===== config.mk =====
export PLATFORM = sky130hd
export DESIGN_NAME = control_sequencer
export DESIGN_NICKNAME = d
export VERILOG_FILES = /design/src/rtl/ctrl_pkg.sv /design/src/rtl/microcode_rom.sv /design/src/rtl/control_sequencer.sv
export SDC_FILE = /design/constraint.sdc
export NUM_CORES = 1
export LEC_CHECK = 0
export ABC_CLOCK_PERIOD_IN_PS = 3160
export CAP_MARGIN = 20
export CORE_UTILIZATION = 39
export CTS_CLUSTER_DIAMETER = 40
export DETAILED_ROUTE_END_ITERATION = 8
export PLACE_DENSITY = 0.85
export SYNTH_ARGS = -nofsm -noshare
export SYNTH_HDL_FRONTEND = slang
export SYNTH_SLANG_ARGS = --single-unit

===== constraint.sdc =====
create_clock -name clk -period 3.16 [get_ports clk]
set_input_delay 0.632 -clock clk [delete_from_list [all_inputs] [get_ports clk]]
set_output_delay 0.632 -clock clk [all_outputs]
set_load 0.02 [all_outputs]

===== src/rtl/ctrl_pkg.sv =====
// Shared constants for the bus-computer control sequencer: opcodes, control-word
// bit positions and the default microstep count.
package ctrl_pkg;

    localparam int unsigned DEF_N     = 8;
    localparam int unsigned DEF_OPW   = 4;
    localparam int unsigned DEF_STEPS = 5;
    localparam int unsigned CW        = 16;

    localparam logic [3:0] OP_NOP = 4'h0;
    localparam logic [3:0] OP_LDA = 4'h1;
    localparam logic [3:0] OP_ADD = 4'h2;
    localparam logic [3:0] OP_SUB = 4'h3;
    localparam logic [3:0] OP_STA = 4'h4;
    localparam logic [3:0] OP_LDI = 4'h5;
    localparam logic [3:0] OP_JMP = 4'h6;
    localparam logic [3:0] OP_JC  = 4'h7;
    localparam logic [3:0] OP_JZ  = 4'h8;
    localparam logic [3:0] OP_OUT = 4'hE;
    localparam logic [3:0] OP_HLT = 4'hF;

    // Control-word bit positions, hlt at the MSB down to fi at the LSB
    localparam int unsigned B_HLT = 15;
    localparam int unsigned B_MI  = 14;
    localparam int unsigned B_RI  = 13;
    localparam int unsigned B_RO  = 12;
    localparam int unsigned B_IO  = 11;
    localparam int unsigned B_II  = 10;
    localparam int unsigned B_AI  = 9;
    localparam int unsigned B_AO  = 8;
    localparam int unsigned B_EO  = 7;
    localparam int unsigned B_SU  = 6;
    localparam int unsigned B_BI  = 5;
    localparam int unsigned B_OI  = 4;
    localparam int unsigned B_CE  = 3;
    localparam int unsigned B_CO  = 2;
    localparam int unsigned B_J   = 1;
    localparam int unsigned B_FI  = 0;

    // One-hot control word with only the given line set
    function automatic logic [CW-1:0] cbit(input int unsigned idx);
        return CW'(1) << idx;
    endfunction

endpackage


===== src/rtl/microcode_rom.sv =====
// Combinational microcode: maps (opcode, microstep, flags) to the 16-bit control word.
module microcode_rom
    import ctrl_pkg::*;
#(
    parameter int unsigned OPW = DEF_OPW,
    parameter int unsigned SW  = 3
) (
    input  logic [OPW-1:0] i_opcode,
    input  logic [SW-1:0]  i_step,
    input  logic           i_cf,
    input  logic           i_zf,
    output logic [CW-1:0]  o_word
);

    logic [3:0] w_op;
    assign w_op = 4'(i_opcode);

    // Fetch words for T0/T1, then per-opcode execute words for T2..T4
    always_comb begin
        o_word = '0;
        if (i_step == SW'(0)) begin
            o_word = cbit(B_CO) | cbit(B_MI);
        end else if (i_step == SW'(1)) begin
            o_word = cbit(B_RO) | cbit(B_II) | cbit(B_CE);
        end else begin
            case (w_op)
                OP_LDA: begin
                    if (i_step == SW'(2)) o_word = cbit(B_IO) | cbit(B_MI);
                    if (i_step == SW'(3)) o_word = cbit(B_RO) | cbit(B_AI);
                end
                OP_ADD, OP_SUB: begin
                    if (i_step == SW'(2)) o_word = cbit(B_IO) | cbit(B_MI);
                    if (i_step == SW'(3)) o_word = cbit(B_RO) | cbit(B_BI);
                    if (i_step == SW'(4)) begin
                        o_word = cbit(B_EO) | cbit(B_AI) | cbit(B_FI);
                        if (w_op == OP_SUB) o_word = o_word | cbit(B_SU);
                    end
                end
                OP_STA: begin
                    if (i_step == SW'(2)) o_word = cbit(B_IO) | cbit(B_MI);
                    if (i_step == SW'(3)) o_word = cbit(B_AO) | cbit(B_RI);
                end
                OP_LDI: begin
                    if (i_step == SW'(2)) o_word = cbit(B_IO) | cbit(B_AI);
                end
                OP_JMP: begin
                    if (i_step == SW'(2)) o_word = cbit(B_IO) | cbit(B_J);
                end
                OP_JC: begin
                    if (i_step == SW'(2) && i_cf) o_word = cbit(B_IO) | cbit(B_J);
                end
                OP_JZ: begin
                    if (i_step == SW'(2) && i_zf) o_word = cbit(B_IO) | cbit(B_J);
                end
                OP_OUT: begin
                    if (i_step == SW'(2)) o_word = cbit(B_AO) | cbit(B_OI);
                end
                OP_HLT: begin
                    if (i_step == SW'(2)) o_word = cbit(B_HLT);
                end
                default: o_word = '0;
            endcase
        end
    end

endmodule


===== src/rtl/control_sequencer.sv =====
// Microstep counter and halt latch driving the bus computer's sixteen control lines.
module control_sequencer
    import ctrl_pkg::*;
#(
    parameter int unsigned N     = DEF_N,
    parameter int unsigned OPW   = DEF_OPW,
    parameter int unsigned STEPS = DEF_STEPS
) (
    input  logic                       clk,
    input  logic                       clr_,
    input  logic [N-1:0]               irval,
    input  logic                       cf,
    input  logic                       zf,
    input  logic                       prog,
    output logic                       hlt,
    output logic                       mi,
    output logic                       ri,
    output logic                       ro,
    output logic                       io,
    output logic                       ii,
    output logic                       ai,
    output logic                       ao,
    output logic                       eo,
    output logic                       su,
    output logic                       bi,
    output logic                       oi,
    output logic                       ce,
    output logic                       co,
    output logic                       j,
    output logic                       fi,
    output logic [$clog2(STEPS)-1:0]   step,
    output logic                       halted
);

    localparam int unsigned SW = $clog2(STEPS);

    logic [SW-1:0]  r_step;
    logic           r_halted;
    logic [OPW-1:0] w_opcode;
    logic [CW-1:0]  w_word;
    logic [CW-1:0]  w_ctrl;
    logic           w_unused_operand;

    assign w_opcode         = irval[N-1 -: OPW];
    assign w_unused_operand = ^irval[N-OPW-1:0];

    microcode_rom #(
        .OPW (OPW),
        .SW  (SW)
    ) u_rom (
        .i_opcode (w_opcode),
        .i_step   (r_step),
        .i_cf     (cf),
        .i_zf     (zf),
        .o_word   (w_word)
    );

    // Step advance with early termination on an empty word, wrap and halt freeze
    always_ff @(posedge clk or negedge clr_) begin
        if (!clr_) begin
            r_step   <= '0;
            r_halted <= 1'b0;
        end else if (!prog) begin
            r_step   <= '0;
        end else if (!r_halted) begin
            if (w_word[B_HLT]) begin
                r_halted <= 1'b1;
            end else if (r_step == SW'(STEPS - 1) ||
                         (r_step >= SW'(2) && w_word == '0)) begin
                r_step <= '0;
            end else begin
                r_step <= r_step + SW'(1);
            end
        end
    end

    // Gate the word: reset and manual mode force all-zero, a halted machine shows only hlt
    always_comb begin
        w_ctrl = '0;
        if (clr_ && prog) begin
            w_ctrl = r_halted ? cbit(B_HLT) : w_word;
        end
    end

    assign hlt    = w_ctrl[B_HLT];
    assign mi     = w_ctrl[B_MI];
    assign ri     = w_ctrl[B_RI];
    assign ro     = w_ctrl[B_RO];
    assign io     = w_ctrl[B_IO];
    assign ii     = w_ctrl[B_II];
    assign ai     = w_ctrl[B_AI];
    assign ao     = w_ctrl[B_AO];
    assign eo     = w_ctrl[B_EO];
    assign su     = w_ctrl[B_SU];
    assign bi     = w_ctrl[B_BI];
    assign oi     = w_ctrl[B_OI];
    assign ce     = w_ctrl[B_CE];
    assign co     = w_ctrl[B_CO];
    assign j      = w_ctrl[B_J];
    assign fi     = w_ctrl[B_FI];
    assign step   = r_step;
    assign halted = r_halted;

endmodule


# Yosys cells after proc, flatten, opt, wreduce, memory -nomap -nowiden
# Cells that the tools add are included.
# W data, S select, Z words.
[classes]
order_cmp = 1
addsub = 1
mul = 0
bitwise = 0
reduce_logical = 9
n_div = 0
n_shift = 0
n_eq_ne = 16
n_mux = 23
[op_table]
columns = ["cell", "n"]
rows = [
  ["$pmux W16 S9", 1],
  ["$mux W16", 8],
  ["$mux W12", 4],
  ["$mux W15", 2],
  ["$eq A4 B3 Y1 const B", 4],
  ["$logic_not A16 Y1", 1],
  ["$eq A4 B4 Y1 const B", 3],
  ["$mux W3", 4],
  ["$mux W9", 1],
  ["$eq A4 B2 Y1 const B", 2],
  ["$mux W7", 1],
  ["$eq A3 B2 Y1 const B", 2],
  ["$eq A4 B1 Y1 const B", 1],
  ["$logic_and A1 B1 Y1", 4],
  ["$ne A2 B2 Y1 const B", 2],
  ["$add A3 B1 Y3 const B", 1],
  ["$eq A3 B1 Y1 const B", 1],
  ["$eq A3 B3 Y1 const B", 1],
  ["$ge A3 B2 Y1 const B", 1],
  ["$logic_not A3 Y1", 1],
  ["$mux W1", 2],
  ["$reduce_and A2 Y1", 1],
  ["$reduce_or A2 Y1", 1],
  ["$logic_or A1 B1 Y1", 1],
]
[totals]
output_inout_bits = 20
regBits = 4
mem_bits_ro = 0
mem_bits_rw = 0
word_cells = 52
memories = 0
latchBits = 0
in_bits = 13

# Depth between registers and ports, before layout
[logic_depth]
depth_word = 14
depth_mapped = 8
mapped_depth_nobuf = 8

# Hierarchy
# Synthesis repeated with hierarchy kept, for this count alone.
[unflattened]
hier_cells = 93
hier_area_um2 = 640.6
[modules_own_cells]
columns = ["module", "cells_each", "area_each_um2", "instances", "seq_area_each_um2"]
rows = [
  ["control_sequencer", 52, 395.4, 1, 100.1],
  ["microcode_rom", 41, 245.2, 1, 0.0],
]

# Worst setup path after synthesis
# OpenSTA, ideal clock, no wires.
[synth_timing]
path_kind = "register -> output"
from = "reg r_step[0] (netlist: step[0])"
to = "out ri"
arrival_ns = 2.126
stages_incl_launch_ff = 8
path_slack_ns = 0.402
required_ns = 2.528
n_path_buf = 0
path_cell_list = "dfrtp_1 > inv_1 > ha_1 > nor2_1 > o32ai_1 > nor2_1 > nand3_1 > nor4_1"
[synth_via]
elab_chain_len = 8
word_cells_on_any_way = 13
classes_between = "eq/ne: 3; mux: 9; reduce/logical: 1"
[synth_rtl]
columns = ["element", "line", "text"]
rows = [
  ["from (decl)", "control_sequencer.sv:37", "logic [SW-1:0] r_step;"],
  ["from (signal assigned)", "control_sequencer.sv:72", "r_step <= r_step + SW'(1);"],
  ["$eq A3 B2 Y1", "microcode_rom.sv:29, microcode_rom.sv:33, microcode_rom.sv:41", ""],
  ["$mux W16", "microcode_rom.sv:33", "if (i_step == SW'(3)) o_word = cbit(B_RO) | cbit(B_BI);"],
  ["$mux W16", "microcode_rom.sv:34", "if (i_step == SW'(4)) begin"],
  ["$pmux W16 S9", "microcode_rom.sv:26", "case (w_op)"],
  ["$mux W16", "microcode_rom.sv:23", "end else if (i_step == SW'(1)) begin"],
  ["$mux W16 *", "microcode_rom.sv:21", "if (i_step == SW'(0)) begin"],
  ["$mux W16 *", "control_sequencer.sv:81", "w_ctrl = r_halted ? cbit(B_HLT) : w_word;"],
  ["$mux W16 *", "control_sequencer.sv:80", "if (clr_ && prog) begin"],
  ["to (decl)", "control_sequencer.sv:17", "output logic ri,"],
]
# Mark *: on every way between the ends. The rest lies on a longest branch, timed or not.

# Worst setup path in the final report
[layout_timing]
from = "in irval[7]"
to = "out hlt"
[layout_via]
elab_chain_len = 7
word_cells_on_any_way = 16
classes_between = "eq/ne: 10; mux: 5; reduce/logical: 1"
[layout_rtl]
columns = ["element", "line", "text"]
rows = [
  ["from (decl)", "control_sequencer.sv:11", "input logic [N-1:0] irval,"],
  ["$eq A4 B2 Y1", "microcode_rom.sv:26", ""],
  ["$reduce_or A2 Y1", "microcode_rom.sv:26", ""],
  ["$pmux W16 S9 *", "microcode_rom.sv:26", ""],
  ["$mux W16 *", "microcode_rom.sv:23", ""],
  ["$mux W16 *", "microcode_rom.sv:21", ""],
  ["$mux W16 *", "control_sequencer.sv:81", ""],
  ["$mux W16 *", "control_sequencer.sv:80", ""],
  ["to (decl)", "control_sequencer.sv:15", "output logic hlt,"],
]
# Marked as above.

==> flow_metrics.tcl <==
set metrics [dict create \
    drt_iter0_drc 12 \
    ant_nets 0 \
    grt_pass1_wl_um 3640 \
    cts_hold_buf 0 \
    finalSetupViolCount 0 \
    numCtsBuffers 3 \
    fillCellCount 138 \
    cp_max_fo 5 \
    syn_to_final_growth_pct 71.9 \
    dpl.hpwl_um 1720 \
    rr_worst_depth 9 \
    yosysSeqAreaShare_pct 14.7 \
    die_h_um 43.8 \
    grt-ovfl-total 0 \
    place_inst 155 \
    rsz0062_at_grt "false" \
    layout_commonest_cell "buf_4" \
    grt_usage_pct 24.3 \
    reg2reg_to "step[1]" \
    fin_skew_ps 4.44 \
    num_vias 867 \
    syn_nets 112 \
    ys_async_sr_fraction_pct 100 \
    slew_violations 0 \
    nNetsFinal 162 \
    cts_tree "yes" \
    dr.pass1.iters 6 \
    synthFlopType "dfrtp_1" \
    syn_inst 94 \
    n_antenna_cell 0 \
    critPathLaunch "irval[7]" \
    post-cts-setup-buffer-count 0 \
    leakagePower_nw 0.635 \
    r2r_slack_ps 900 \
    maxSlewHeadroom_pct 75.3 \
    final_cells 158 \
    layout_min_cycle_time_ps 3040 \
    hold_violations 0 \
    status "finished with violations" \
    ys_types 39 \
    drive_above_1_share_pct 31.0 \
    grt_pass1_vias 890 \
    place_congestion 0.939 \
    synth_edf_count 0 \
    syn_area_per_cell_um2 7.25 \
    ios 33 \
    post_drt_wl_per_cell_um 13.4 \
    failed_checks "DRC" \
    required_ps 2530 \
    hp-class "reg2reg" \
    antenna_found_initial 0 \
    final_cell_mix "buf_4 (23), nor2_1 (14), clkdlybuf4s50_1 (10), dlygate4sd2_1 (10), nand2_1 (9)" \
    fp-row-count 14 \
    fin_area_um2 1170 \
    cts_max_level 1 \
    clk_pin_slew_worst_paths_ps 40 \
    dpl-instance-area_um2 1120 \
    synth_seq_cells 4 \
    drcViolationCount 3 \
    die_area_um2 1920 \
    start_util_pct 43.3 \
    end_kind "output port" \
    fmax_ghz 0.328 \
    place_ws_ps -337 \
    netlist_area_um2 682 \
    die_w_um 43.8 \
    clockRootBuffer "clkbuf_4" \
    grt_max_degree 11 \
    insertion_delay_ps 230 \
    crit_type "in2out" \
    wirelength_um 2120 \
    worst_slew_pin_slew_ps 371 \
    arrival_ps 2410 \
    routed_via_density 5.49 \
    r2r_start "step[0]" \
    cp-start-kind "primary input" \
    clk_path_buf_depth 2 \
    cp-endpoint "hlt" \
    finalCritPeriodShare_pct 96.3 \
    yosys_warnings 0 \
    cts_sinks 4 \
    finalWorstSetupSlack_ps 116 \
    coreArea_um2 1580 \
    peakVddDrop_v 0.000482 \
    io_buffer_count 28 \
    maxCapViolCount 0 \
    p_total_uw 574 \
    p_per_area_nw_per_um2 489 \
]
==> state kept, by name (all words and copies together), names as in the netlist <==
name,cells
halted,1
step,3
==> cell usage after synthesis, types with 2 or more instances <==
library cell | number | share of area, %
a211o_1 | 2 | 2.6
a21oi_1 | 4 | 2.9
o21a_1 | 2 | 2.2
xnor2_1 | 2 | 2.6
nor2_2 | 2 | 1.8
and2_1 | 2 | 1.8
nor4_1 | 3 | 2.8
nand3_1 | 2 | 1.5
nor2b_1 | 2 | 1.8
ha_1 | 5 | 9.2
inv_1 | 8 | 4.4
nor3_1 | 4 | 2.9
nor2_1 | 14 | 7.7
buf_4 | 3 | 3.3
nand2_1 | 9 | 5.0
a22o_2 | 2 | 2.9
buf_2 | 3 | 2.2
dfrtp_1 | 4 | 15
==> worst max-delay path, cell delays in order <==
cell,delay (ps)
clkdlybuf4s50_1,550
nand2_1,100
buf_4,140
nor2_2,100
nor4b_4,260
o21a_1,180
and2_1,120
dlygate4sd2_1,330
==> cell families (layout without fill, tap and decap cells) <==
| family | Yosys count | in the layout | synth area share, % |
|---|---|---|---|
| buffers and inverters | 14 | 62 | 9.91 |
| AND/OR/NAND/NOR | 46 | 46 | 37.1 |
| XOR/XNOR | 2 | 2 | 2.57 |
| AO/OA/AOI/OAI | 23 | 23 | 26.6 |
| flip-flops | 4 | 4 | 14.7 |
| adder cells (fa/ha/maj) | 5 | 5 | 9.17 |
==> where the power goes <==
group,switching (mW),total (mW),internal (mW)
combinational,0.222,0.414,0.192
sequential,0.0288,0.0985,0.0697
clock,0.0189,0.0612,0.0423
total,0.270,0.574,0.304
==> layout make-up <==
cell class | instances | area [um2] | area share, %
multi-input combinational | 76 | 554 | 47.3
timing repair buffer | 51 | 445 | 38.0
sequential | 4 | 100 | 8.54
inverter | 8 | 30.0 | 2.56
clock buffer | 3 | 22.5 | 1.92
tap | 16 | 20.0 | 1.71
==> what timing repair did <==
| item | 4_1_cts | 5_1_grt |
|---|---|---|
| hold endpoints to repair | 0 | 0 |
| resized for setup | 20 | 11 |
| gates cloned | 0 | 0 |
| setup endpoints to repair | 13 | 9 |
==> worst min-delay path by stage <==
stage / startpoint / to / slack, ps / cells past startpoint
after CTS: halted / halted / 510 / 1
after global placement: halted / halted / 500 / 1
after global routing: halted / halted / 520 / 1
after floorplan: clr_ / halted / 340 / 0
after detailed placement: halted / halted / 500 / 1
final: halted / halted / 520 / 1
==> per-layer routing <==
metal | part of all wire (%) | GRT usage (%)
met4 | 0 | 8.75
met5 | 0 | 0
met3 | 4.0 | 1.25
met1 | 38 | 25.9
met2 | 58 | 48.7
==> through the flow <==
step / util (%) / hold slack (ps) / setup TNS (ps)
detailed placement: 70.9 / 500 / -3230
floorplan: - / 336 / 0
finish: 74.4 / 515 / 0
global route: 74.4 / 523 / 0
global placement: 70.9 / 497 / -2640
CTS: 73.9 / 513 / -124
No activity file was read; power rests on OpenSTA's default activity.
